[src/rtl/trace_recorder.sv]
// trace_recorder: stamps probe samples into a record FIFO and streams them out, closing each capture with an end record; define TRACE_RECORDER_DEDUP_EN to suppress repeated samples
module trace_recorder #(
  parameter int DATA_W = 64,
  parameter int CYC_W  = 40,
  parameter int DEPTH  = 16,
  parameter int DROP_W = 16
) (
  input  logic                     clock,
  input  logic                     reset,
  input  logic                     start,
  input  logic                     stop,
  input  logic                     probe_valid,
  input  logic [DATA_W-1:0]        probe_data,
  output logic                     out_valid,
  input  logic                     out_ready,
  output logic [CYC_W+DATA_W:0]    out_data,
  output logic                     busy,
  output logic                     done,
  output logic                     overflow,
  output logic [DROP_W-1:0]        drop_count
);
  localparam int AW    = $clog2(DEPTH);
  localparam int REC_W = 1 + CYC_W + DATA_W;
  typedef enum logic [2:0] {IDLE, RECORD, DRAIN, EOT, DONE} state_t;
  state_t state, state_n;
  logic [CYC_W-1:0] cyc;
  logic [AW-1:0] rd_ptr, wr_ptr, rd_n;
  logic [AW:0] count, count_n;
  logic [REC_W-1:0] mem [DEPTH];
  logic [REC_W-1:0] head_n;
  logic launch, want, full, push, drop, pop;
  assign launch = start && (state == IDLE || state == DONE);
`ifdef TRACE_RECORDER_DEDUP_EN
  logic [DATA_W-1:0] last;
  logic have_last;
  assign want = probe_valid && (!have_last || probe_data != last);
  // last accepted sample of this capture; a dropped sample never becomes the reference
  always_ff @(posedge clock or negedge reset)
    if (!reset) begin
      last <= '0;
      have_last <= 1'b0;
    end else if (launch) begin
      last <= '0;
      have_last <= 1'b0;
    end else if (push) begin
      last <= probe_data;
      have_last <= 1'b1;
    end
`else
  assign want = probe_valid;
`endif
  // fullness is judged before the same-cycle pop, so a full FIFO drops even while draining
  assign full    = count == (AW+1)'(DEPTH);
  assign push    = state == RECORD && want && !full;
  assign drop    = state == RECORD && want && full;
  assign pop     = out_valid && out_ready && state != EOT;
  assign count_n = count + (AW+1)'(push) - (AW+1)'(pop);
  assign rd_n    = rd_ptr + AW'(pop);
  // the next head bypasses the memory when this cycle's push lands in an empty FIFO
  assign head_n  = count == (AW+1)'(pop) ? {1'b0, cyc, probe_data} : mem[rd_n];
  // capture sequencing: DRAIN waits until the FIFO and output stage are empty
  always_comb begin
    state_n = state;
    if (launch) state_n = RECORD;
    else if (state == RECORD && stop) state_n = DRAIN;
    else if (state == DRAIN && count == '0 && !out_valid) state_n = EOT;
    else if (state == EOT && out_valid && out_ready) state_n = DONE;
  end
  // record storage written at the tail
  always_ff @(posedge clock)
    if (push) mem[wr_ptr] <= {1'b0, cyc, probe_data};
  // state, counters, flags and the output stage that mirrors the FIFO head
  always_ff @(posedge clock or negedge reset)
    if (!reset) begin
      state      <= IDLE;
      cyc        <= '0;
      rd_ptr     <= '0;
      wr_ptr     <= '0;
      count      <= '0;
      out_valid  <= 1'b0;
      out_data   <= '0;
      busy       <= 1'b0;
      done       <= 1'b0;
      overflow   <= 1'b0;
      drop_count <= '0;
    end else begin
      state      <= state_n;
      busy       <= state_n inside {RECORD, DRAIN, EOT};
      done       <= state_n == DONE;
      cyc        <= launch ? '0 : state == RECORD ? cyc + CYC_W'(1) : cyc;
      rd_ptr     <= rd_n;
      wr_ptr     <= wr_ptr + AW'(push);
      count      <= count_n;
      overflow   <= launch ? 1'b0 : overflow || drop;
      drop_count <= launch ? '0 : (drop && drop_count != '1) ? drop_count + DROP_W'(1) : drop_count;
      out_valid  <= state_n == EOT || count_n != '0;
      out_data   <= state_n == EOT ? {1'b1, cyc, DATA_W'(drop_count)} : count_n != '0 ? head_n : '0;
    end
endmodule

[config.mk]
export PLATFORM = sky130hd
export DESIGN_NAME = trace_recorder
export DESIGN_NICKNAME = d
export VERILOG_FILES = /design/src/rtl/trace_recorder.sv
export SDC_FILE = /design/constraint.sdc
export NUM_CORES = 2
export LEC_CHECK = 0
export ABC_CLOCK_PERIOD_IN_PS = 17400
export CAP_MARGIN = 10
export CELL_PAD_IN_SITES_DETAIL_PLACEMENT = 0
export CELL_PAD_IN_SITES_GLOBAL_PLACEMENT = 1
export CORE_ASPECT_RATIO = 1.75
export CORE_MARGIN = 4
export CORE_UTILIZATION = 58
export CTS_CLUSTER_DIAMETER = 80
export DETAILED_ROUTE_END_ITERATION = 8
export GPL_ROUTABILITY_DRIVEN = 0
export PLACE_DENSITY_LB_ADDON = 0.05
export SYNTH_ARGS = -nofsm -noshare
export SYNTH_HDL_FRONTEND = slang
export SYNTH_SLANG_ARGS = --single-unit
[constraint.sdc]
create_clock -name clock -period 17.4 [get_ports clock]
set_clock_uncertainty 0.1 [all_clocks]
set_input_delay 3.48 -clock clock [delete_from_list [all_inputs] [get_ports clock]]
set_output_delay 3.48 -clock clock [all_outputs]
set_load 0.01 [all_outputs]
==> run_results.csv <==
group,metric,value,unit
die,start_util,58.3,%
drt,drc,0,
logic_synthesis,synthCells,3427,
logic_synthesis,ys_ff_latch,1845,
sta,layout_setup_ws,9.59,ns
setup_path,crit_type,"input pin to flip-flop",
setup_path,arrival,8.37,ns
drt,wl,171000,µm
logic_synthesis,async_reset_ff_share,9.81,%
logic_synthesis,ys_warn_count,0,
sta,final-hold-violation-count,0,
power_and_ir_drop,power_density,177,mW/mm²
sta,slew_viol_final,0,
sta,fmax,0.128,GHz
clocking,clk_latency,0.78,ns
global_routing,grtUsageTotal,27.3,%
global_routing,grt-ovfl-total,0,
logic_synthesis,yosys-top-cells-area,"edfxtp_1 (71%), mux4_2 (15%), dfrtp_1 (6.4%)",
logic_synthesis,synth-seq-area-share,77.1,%
cells_and_area,nets,3758,
status,status,"finished clean",
clocking,cts_buffers,160,
cells_and_area,seq_area,0.0545,mm²
power_and_ir_drop,ir_drop,244,µV
cells_and_area,final_area,0.0797,mm²
clocking,htreeDepth,4,
logic_synthesis,synth_top_area_share,70.7,%
global_routing,grt_pass1_wl,253000,µm
placed_design,post-place-ws,8.70,ns
sta,holdWs,0.403,ns
clocking,cts_sinks,1845,
die,num_rows,169,
clocking,path_clk_slew,0.06,ns
clocking,cts_tree,"done",
sta,finalCritPeriodShare,44.9,%
sta,worst_pin_slew,1.19,ns
setup_path,end_kind,"flip-flop",
cells_and_area,fillers,8047,
global_routing,grt_max_degree,116,
global_routing,antenna_found_initial,8,
sta,min_period,7.81,ns
setup_path,ff2ff_setup_slack,12.01,ns
die,dieArea,0.128,mm²
logic_synthesis,synth_top_area_cell,"edfxtp_1",
power_and_ir_drop,finalPower,0.0141,W
setup_path,cp.required,17.96,ns
cells_and_area,multi_input_area,0.0154,mm²
power_and_ir_drop,leakagePower,26.4,nW
drt,first_pass_iters,8,
drt,num_vias,35000,
sta,tns,0,ns
clocking,clockRootBuffer,"clkbuf_16",
logic_synthesis,syn_area,0.0707,mm²
logic_synthesis,synth_cell_types,57,
logic_synthesis,synth-edff-count,1664,
die,die_y,470,µm
clocking,cts_hold_buf,0,
die,core,0.121,mm²
drt,antenna_left,0,
setup_path,cp_max_fo,66,
setup_path,start_kind,"input pin",
sta,rsz0062_at_grt,"no",
global_routing,grt_pass1_vias,37100,
clocking,cts_resized,0,
logic_synthesis,syn_nets,3510,
drt,drt_iter0_markers,3372,
cells_and_area,syn2layout_area_growth,12.8,%
placed_design,dpl.hpwl,85900,µm
placed_design,dpl_cell_area,0.0745,mm²
drt,wire_per_inst,31.5,µm
sta,setup_viol,0,
drt,drt-vias-per-instance,6.44,
clocking,clockBufferDepth,3,
die,boundaryPins,195,
worst_hold_path,hold_path.class,"flip-flop to flip-flop",
logic_synthesis,synth_ff_type,"edfxtp_1",
logic_synthesis,syn_area_per_cell,20.6,µm²
sta,slew_headroom,20.2,%
clocking,cts_setup_buffers,0,
placed_design,io_buffers,194,
die,dieWidth,272,µm
job,cap_violations,0,
cells_and_area,drive_above_1_share,20.7,%
==> synth_stat cells, types with 2 or more instances <==
master and n:
a21oi_1 11, a22o_1 40, a31oi_1 18, and2_1 3, and3_1 34, and4_1 9, buf_1 15, buf_2 52
buf_4 37, clkbuf_1 80, dfrtp_1 181, edfxtp_1 1664, ha_1 12, inv_1 11, mux2i_1 17, mux4_2 456
nand2_1 403, nand2b_1 7, nand3_1 119, nand4_1 16, nand4_2 2, nor2_1 62, nor3_1 11, o211ai_1 2
o21ai_0 14, o21ai_1 19, o22ai_1 48, o31ai_1 2, or3_1 9, xnor2_1 15, xor2_1 32
==> where the power goes <==
part / leakage (nW) / switching, W / total [W] / internal, W
registers: 17.4 / 0.000161 / 0.00524 / 0.00508
clock network: 2.48 / 0.00155 / 0.00351 / 0.00196
logic: 6.52 / 0.00278 / 0.00537 / 0.00258
==> metal layers <==
metal,part of all wire (%),track usage [%],wire [µm],up-vias
met4,2.4,7.00,4170,10
li1,-,-,-,14400
met5,0.053,0,91,-
met3,6.7,4.34,11500,278
met2,52,46.7,89100,1435
met1,39,37.5,66400,18900
==> logic make-up after synthesis <==
logic type	Yosys count	share of synthesized area [%]
DFF	1845	77.1
and+or+nand+nor	687	4.35
muxes	473	14.8
buffers and inverters	197	1.34
AOI/OAI and AO/OA	164	1.56
xor gates and xnor gates	48	0.606
adders and majority gates	13	0.241
==> critical path, cell delays in order <==
cell             delay [ns]
clkdlybuf4s50_1        0.53
nand2_1                0.12
a21oi_2                0.28
ha_4                   0.20
ha_4                   0.80
buf_4                  0.73
buf_4                  0.93
mux4_2                 0.43
mux4_2                 0.49
a22o_1                 0.19
==> sequential cells by signal, indices dropped and copies added, names as in the netlist, 3 cells and up <==
name,flops
mem,1664
out_data,105
cyc,40
drop_count,16
count,5
rd_ptr,4
wr_ptr,4
state,3
==> cell type report <==
class                      count  area share [%]
sequential                  1845            68.4
tap                         1624            2.55
multi-input combinational   1385            19.3
inverter                      13          0.0707
clock inverter                67           0.700
antenna                        2         0.00628
timing repair buffer         270            3.21
clock buffer                 230            5.72
==> final timing paths <==
check,startpoint,end,cells past startpoint
max reg2reg,state[2]$_DFF_PN0_,out_data[43]$_DFF_PN0_,16
min reg2reg,overflow$_DFF_PN0_,overflow$_DFF_PN0_,2
min in group asynchronous,reset,drop_count[15]$_DFFE_PN0P_,1
min,overflow$_DFF_PN0_,overflow$_DFF_PN0_,2
max in group asynchronous,reset,out_data[100]$_DFF_PN0_,2
max,out_ready,out_data[77]$_DFF_PN0_,10
==> per-stage QoR <==
stage / std cells / util [%]
floorplan: 3427 / -
global placement: 5137 / 61.5
detailed placement: 5137 / 61.5
CTS: 5434 / 65.7
global route: 5435 / 65.7
finish: 5436 / 65.7
==> cell usage in the layout (no fill, tap or decap), types with 11 or more instances in the layout <==
cell / n
a22o_1: 40
dfrtp_1: 181
a21oi_1: 11
nor2_4: 13
xor2_1: 31
nor2_1: 50
edfxtp_1: 1664
o22ai_1: 48
and3_1: 34
nand4_1: 16
o21ai_1: 18
nand3_1: 119
o21ai_0: 14
mux4_2: 456
a31oi_1: 18
clkbuf_1: 51
clkinv_1: 29
mux2i_1: 17
clkdlybuf4s50_1: 193
clkbuf_16: 169
buf_4: 73
xnor2_1: 14
clkinv_2: 19
nand2_1: 403
Power figures use the tool's default switching activity.
